### src/rtl/lmsm_pkg.sv
// Shared types and widths for the LM/SM register-list sequencer.
package lmsm_pkg;

    localparam int unsigned LMSM_MASK_W = 8;
    localparam int unsigned LMSM_SEL_W  = 3;

    typedef enum logic [1:0] {
        ST_IDLE = 2'd0,
        ST_STEP = 2'd1,
        ST_DONE = 2'd2
    } lmsm_state_t;

endpackage

### src/rtl/priority_encoder.sv
// Lowest-set-bit encoder; the index is 0 for an all-zero mask, which callers never rely on.
module priority_encoder #(
    parameter int unsigned W     = 8,
    parameter int unsigned SEL_W = 3
) (
    input  logic [W-1:0]     mask,
    output logic [SEL_W-1:0] idx
);

    // Scan downward so the lowest set bit is the last one written.
    always_comb begin
        idx = '0;
        for (int i = int'(W) - 1; i >= 0; i--) begin
            if (mask[i]) idx = SEL_W'(i);
        end
    end

endmodule

### src/rtl/lmsm_sequencer.sv
// Load/store-multiple sequencer: walks the latched register list bit 0 upward, one transfer per step.
// Optional base-register writeback port pair enabled by LMSM_ADDR_WRITEBACK_EN.
module lmsm_sequencer
    import lmsm_pkg::*;
#(
    parameter int unsigned ADDR_W = 16,
    parameter int unsigned STRIDE = 1
) (
    input  logic                   clk,
    input  logic                   rst_n,
    input  logic                   start,
    input  logic                   is_store,
    input  logic [LMSM_MASK_W-1:0] imm8,
    input  logic [ADDR_W-1:0]      base_addr,
    input  logic                   mem_ready,
    output logic                   busy,
    output logic                   step_valid,
    output logic [LMSM_SEL_W-1:0]  reg_sel,
    output logic [ADDR_W-1:0]      mem_addr,
    output logic                   reg_wr_en,
    output logic                   mem_wr_en,
    output logic                   done
`ifdef LMSM_ADDR_WRITEBACK_EN
    ,
    output logic                   wb_en,
    output logic [ADDR_W-1:0]      wb_addr
`endif
);

    lmsm_state_t            state_q, state_d;
    logic [LMSM_MASK_W-1:0] mask_q, mask_d;
    logic [ADDR_W-1:0]      addr_q, addr_d;
    logic                   is_store_q, is_store_d;
    logic [LMSM_SEL_W-1:0]  enc_idx;

    priority_encoder #(
        .W     (LMSM_MASK_W),
        .SEL_W (LMSM_SEL_W)
    ) u_enc (
        .mask (mask_q),
        .idx  (enc_idx)
    );

    always_ff @(posedge clk or negedge rst_n) begin
        if (!rst_n) begin
            state_q    <= ST_IDLE;
            mask_q     <= '0;
            addr_q     <= '0;
            is_store_q <= 1'b0;
        end else begin
            state_q    <= state_d;
            mask_q     <= mask_d;
            addr_q     <= addr_d;
            is_store_q <= is_store_d;
        end
    end

    always_comb begin
        state_d    = state_q;
        mask_d     = mask_q;
        addr_d     = addr_q;
        is_store_d = is_store_q;
        case (state_q)
            ST_IDLE: begin
                if (start) begin
                    mask_d     = imm8;
                    addr_d     = base_addr;
                    is_store_d = is_store;
                    state_d    = (imm8 != '0) ? ST_STEP : ST_DONE;
                end
            end
            ST_STEP: begin
                // A stalled step leaves every register, and so every output, untouched.
                if (mem_ready) begin
                    mask_d[enc_idx] = 1'b0;
                    addr_d          = addr_q + ADDR_W'(STRIDE);
                    if (mask_d == '0) state_d = ST_DONE;
                end
            end
            ST_DONE: state_d = ST_IDLE;
            default: state_d = ST_IDLE;
        endcase
    end

    // Outputs decode registered state only, apart from reg_wr_en which also follows mem_ready.
    assign busy       = (state_q != ST_IDLE);
    assign step_valid = (state_q == ST_STEP);
    assign done       = (state_q == ST_DONE);
    assign reg_sel    = step_valid ? enc_idx : '0;
    assign mem_addr   = step_valid ? addr_q : '0;
    assign reg_wr_en  = step_valid & mem_ready & ~is_store_q;
    assign mem_wr_en  = step_valid & is_store_q;

`ifdef LMSM_ADDR_WRITEBACK_EN
    assign wb_en   = done;
    assign wb_addr = done ? addr_q : '0;
`endif

endmodule

### config.mk
export PLATFORM = sky130hd
export DESIGN_NAME = lmsm_sequencer
export DESIGN_NICKNAME = d
export VERILOG_FILES = /design/src/rtl/lmsm_pkg.sv /design/src/rtl/priority_encoder.sv /design/src/rtl/lmsm_sequencer.sv
export SDC_FILE = /design/constraint.sdc
export NUM_CORES = 1
export LEC_CHECK = 0
export CORE_ASPECT_RATIO = 0.5
export CORE_MARGIN = 1
export CORE_UTILIZATION = 45
export CTS_BUF_LIST = sky130_fd_sc_hd__clkbuf_2
export DETAILED_ROUTE_END_ITERATION = 6
export GPL_TIMING_DRIVEN = 0
export HOLD_SLACK_MARGIN = 0.08
export PLACE_DENSITY = 0.77
export SYNTH_ARGS = -nofsm -noshare
export SYNTH_HDL_FRONTEND = slang
export SYNTH_SLANG_ARGS = --single-unit
### constraint.sdc
create_clock -name clk -period 4.95 [get_ports clk]
set_input_delay 0.99 -clock clk [delete_from_list [all_inputs] [get_ports clk]]
set_output_delay 0.99 -clock clk [all_outputs]
set_load 0.005 [all_outputs]
==> impl.org, run 1 <==
** Pwr
- Of the total power, registers draw 0.271.
- For this design the ratio of total power to cell area is 686 nW/um^2.
- Of the total power, the clock network draws 0.053.
- Sw Ratio :: 0.453
- Total power consumption of the routed design :: 1.65 mW
- IR analysis of the VDD net gives a maximum drop of 0.333 mV.
- Switching power summed over all nets :: 0.750 mW
- Internal power :: 0.904 mW
- Static Leak :: 1.03 nW
- Fraction of power consumed by combinational cells :: 0.676

** Global routing
- Across every metal layer, demand over resource in global routing totals 0.238.
- The total overflow left after global routing is 0.
- The number of global-route vias before repair is 1689.
- The first global-routing pass estimated 7710 um of wire.
- Maximum number of pins on one net before global-route repair :: 28
- The number of antenna violations at the first check in global routing is 0.

** Synthesis
- Of the total synthesized cell area, the portion taken by XOR and XNOR cells is 0.
- Number of instances in the synthesized netlist :: 219
- Among all flip-flop cells after synthesis, the most frequent one is sky130_fd_sc_hd__dfrtp_1.
- Simple-Gate Fraction of Synth Area :: 0.285
- In the synthesized netlist the async set-or-reset flop fraction comes to 1.00.
- Synthesized-area fraction occupied by adder cells :: 0.00703
- Share of cell area taken by muxes after synthesis :: 0.00562
- Average footprint of a synthesized cell :: 8.13 sq um
- EDFF count, synth :: 0
- Yosys warning total :: 0
- Flop and latch count out of synthesis :: 27
- Of the synthesized area, sequential elements account for 0.379.
- Mapped Nets :: 249
- The mapped netlist covers 1780 sq um.
- Post-synth cell types :: 51
- Post-synthesis compound-gate area fraction :: 0.250
- Combinational family with the most area after synthesis :: simple AND/OR/NAND/NOR gates

** STA
- Final setup violation count :: 0
- Max-slew violations :: 0
- Fin Hold WS :: 563 ps
- Worst slew pin tran :: 559 ps
- In this run the tightest slew margin relative to its limit is 0.627.
- Fmax achieved :: 297 MHz
- The number of hold-slack violations in the final timing report is 0.
- Setup repair after global routing left no endpoint under its margin.
- Setup Skew :: 3.44 ps
- Setup tns final :: 0 ps
- Clock period minus final worst setup slack :: 3370 ps
- Post-route fraction of the period consumed by the critical path :: 0.680
- Min setup slack post-route :: 1580 ps

** Routing
- The first detailed-routing pass took 4 iterations.
- Per-cell routed wire length :: 14.9 um
- Using the TritonRoute via totals, the vias-per-cell ratio works out to 5.72.
- After detailed routing, the number of remaining DRC violations is 0.
- Via total after detailed routing :: 1871
- Post-route ant nets :: 0
- Iteration-0 DRC Markers :: 151
- Final Routed Wirelength :: 4890 um

** Floorplan
- From bottom edge to top edge, the die measures 46.5 um.
- Core Region :: 3600 sq um
- The die covers 4230 sq um.
- The floorplan step set the die width to 91.0 um.
- Number of ports placed on the die boundary :: 53
- Number of core rows :: 15
- The initial utilization of the core area, before any placement, comes to 0.494.

** Worst hold path
- In this run the most critical hold path is launched from is_store_q$_DFFE_PN0P_.
- The worst hold path passes through 2 cells.
- The path with the worst hold slack has its endpoint at is_store_q$_DFFE_PN0P_.
- The worst hold path belongs to the class reg2reg.

** Clocking
- Max Root-Sink Buffers :: 2
- Clock transition at path regs :: 250 ps
- TritonCTS clock tree :: done
- # hold bufs at CTS :: 0
- Count of clock tree sinks :: 27
- Counting the buffers created by CTS gives 3.
- Clock root buffer :: sky130_fd_sc_hd__clkbuf_2
- Once the clock tree was built, the setup fixing pass inserted 0 buffers.
- Clk Latency, worst-skew pair :: 360 ps
- In this run the number of H-tree levels came out at 1.
- PostCTS Resize Cnt :: 0

** Place
- DP Cell Count :: 322
- Gpl congestion :: 0.848
- Cell Area, Placed :: 2360 sq um
- Setup slack after placement :: 1670 ps
- Detailed placement finished with a half-perimeter wire length of 3540 um.
- The count of buffers added on input and output ports is 52.

** Setup path
- Reg-to-reg startpoint :: addr_q[0]$_DFFE_PN0P_
- In this run the critical register-to-register path is captured at addr_q[14]$_DFFE_PN0P_.
- Worst path required time :: 3960 ps
- Number of cells traversed by the worst register-to-register path :: 6
- Highest net fanout along the worst path :: 10
- Class of the most critical setup path :: reg2out
- At the worst endpoint, the arrival time is 2380 ps.
- Slack of the worst reg-to-reg path :: 3070 ps
- CP startpoint kind :: register
- The worst setup path is captured at a primary output.

** Job
- Number of violations of the max-capacitance limit :: 0

** Finish
- 0 antenna diodes ended up in the layout.
- Post-layout instance count excluding filler cells :: 327
- Of the cells placed in the final design, the portion with a size suffix greater than 1 is 0.0906.
- The finished cells cover 2410 sq um.
- The final layout contains 307 nets.
- Most common cell after layout, fill and taps aside :: sky130_fd_sc_hd__clkdlybuf4s50_1
- Highest-count cells in the layout ignoring fill and taps :: sky130_fd_sc_hd__clkdlybuf4s50_1 (52), sky130_fd_sc_hd__nand2_1 (33), sky130_fd_sc_hd__dfrtp_1 (27), sky130_fd_sc_hd__a21oi_1 (20), sky130_fd_sc_hd__nor2_1 (17)
- Once layout is complete, the utilization of the core stands at 0.669.
- The area growth from synthesis to layout is 35.5%.

** Status
- The run finished with clean final reports.
-- flip-flops by register name, summed over array words and instances (netlist names) --
register	count
mask_q	8
is_store_q	1
addr_q	16
state_q	2
-- power groups by stage --
stage	Sequential [mW]	Clock [mW]	Combinational [mW]
4_1_cts	0.442	0.0902	1.11
3_5_place_dp	0.448	0	1.11
3_3_place_gp	0.442	0	1.08
6_report	0.448	0.0883	1.12
5_1_grt	0.466	0.0994	1.22
2_1_floorplan	0.418	0	0.685
-- worst max-delay path by stage --
stage | startpoint | end | slack, ps
after floorplan | state_q[1]$_DFFE_PN0P_ | reg_sel[1] | 2690
after global placement | mem_ready | reg_wr_en | 1660
after detailed placement | mem_ready | reg_wr_en | 1670
after CTS | state_q[1]$_DFFE_PN0P_ | reg_sel[1] | 1570
after global routing | state_q[1]$_DFFE_PN0P_ | reg_sel[1] | 1430
final | state_q[0]$_DFFE_PN0P_ | reg_sel[1] | 1580
-- logic make-up after synthesis --
group | Yosys count
AOI/OAI and AO/OA | 66
DFF | 27
buffers and inverters | 22
muxes | 1
and+or+nand+nor | 102
adders and majority gates | 1
-- critical path, cell delays in order (launching register included) --
cell,delay [ps]
sky130_fd_sc_hd__dfrtp_1,450
sky130_fd_sc_hd__or2b_1,270
sky130_fd_sc_hd__buf_2,190
sky130_fd_sc_hd__buf_1,260
sky130_fd_sc_hd__nor4_1,290
sky130_fd_sc_hd__clkdlybuf4s50_1,560
-- synth_stat cells, types with 2 or more instances --
cell,number,area share
sky130_fd_sc_hd__nand2_1,33,0.070
sky130_fd_sc_hd__dfrtp_1,27,0.38
sky130_fd_sc_hd__a21oi_1,20,0.056
sky130_fd_sc_hd__nor2_1,17,0.036
sky130_fd_sc_hd__and2_1,13,0.046
sky130_fd_sc_hd__nand3_1,11,0.031
sky130_fd_sc_hd__o21ai_0,9,0.025
sky130_fd_sc_hd__inv_1,7,0.015
sky130_fd_sc_hd__nor3_1,7,0.020
sky130_fd_sc_hd__buf_2,6,0.017
sky130_fd_sc_hd__nor4_1,6,0.021
sky130_fd_sc_hd__o22ai_1,6,0.021
sky130_fd_sc_hd__a211oi_1,3,0.013
sky130_fd_sc_hd__a21o_1,3,0.013
sky130_fd_sc_hd__a22o_1,3,0.015
sky130_fd_sc_hd__a2bb2oi_1,3,0.015
sky130_fd_sc_hd__a31oi_1,3,0.011
sky130_fd_sc_hd__clkbuf_1,3,0.0063
sky130_fd_sc_hd__and3_1,2,0.0070
sky130_fd_sc_hd__clkbuf_8,2,0.015
sky130_fd_sc_hd__nand4_1,2,0.0070
sky130_fd_sc_hd__nor2b_1,2,0.0070
sky130_fd_sc_hd__o22a_1,2,0.0098
sky130_fd_sc_hd__o31ai_1,2,0.0084
-- routing by layer --
| layer | wire [um] | GRT usage | vias up |
|---|---|---|---|
| li1 | - | - | 907 |
| met1 | 2180 | 0.316 | 876 |
| met2 | 2310 | 0.418 | 86 |
| met3 | 371 | 0.0479 | 2 |
| met4 | 19 | 0.0413 | 0 |
| met5 | 0 | 0 | - |
-- area by class of cell --
cell class	count	area (sq um)
multi-input combinational	170	976
fill	320	1190
tap	51	63.8
inverter	8	30.0
sequential	27	676
timing repair buffer	53	548
clock buffer	4	20.0
buffer	14	98.8
Power figures use the tool's default switching activity.
==> run 2, diff against run 1 <==
Clock period 4.95 ns to 3.44 ns, I/O delays scaled along.
==> results of run 2 <==
Same layout as run 1 (identical final DEF). Status: completed.
Main changes from that run: setup slack after placement 1670 ps -> 769 ps; setup slack after layout 1580 ps -> 374 ps; register-to-register setup slack 3070 ps -> 1560 ps; total power 1.65 mW -> 2.38 mW; worst IR drop on VDD 0.333 mV -> 0.479 mV
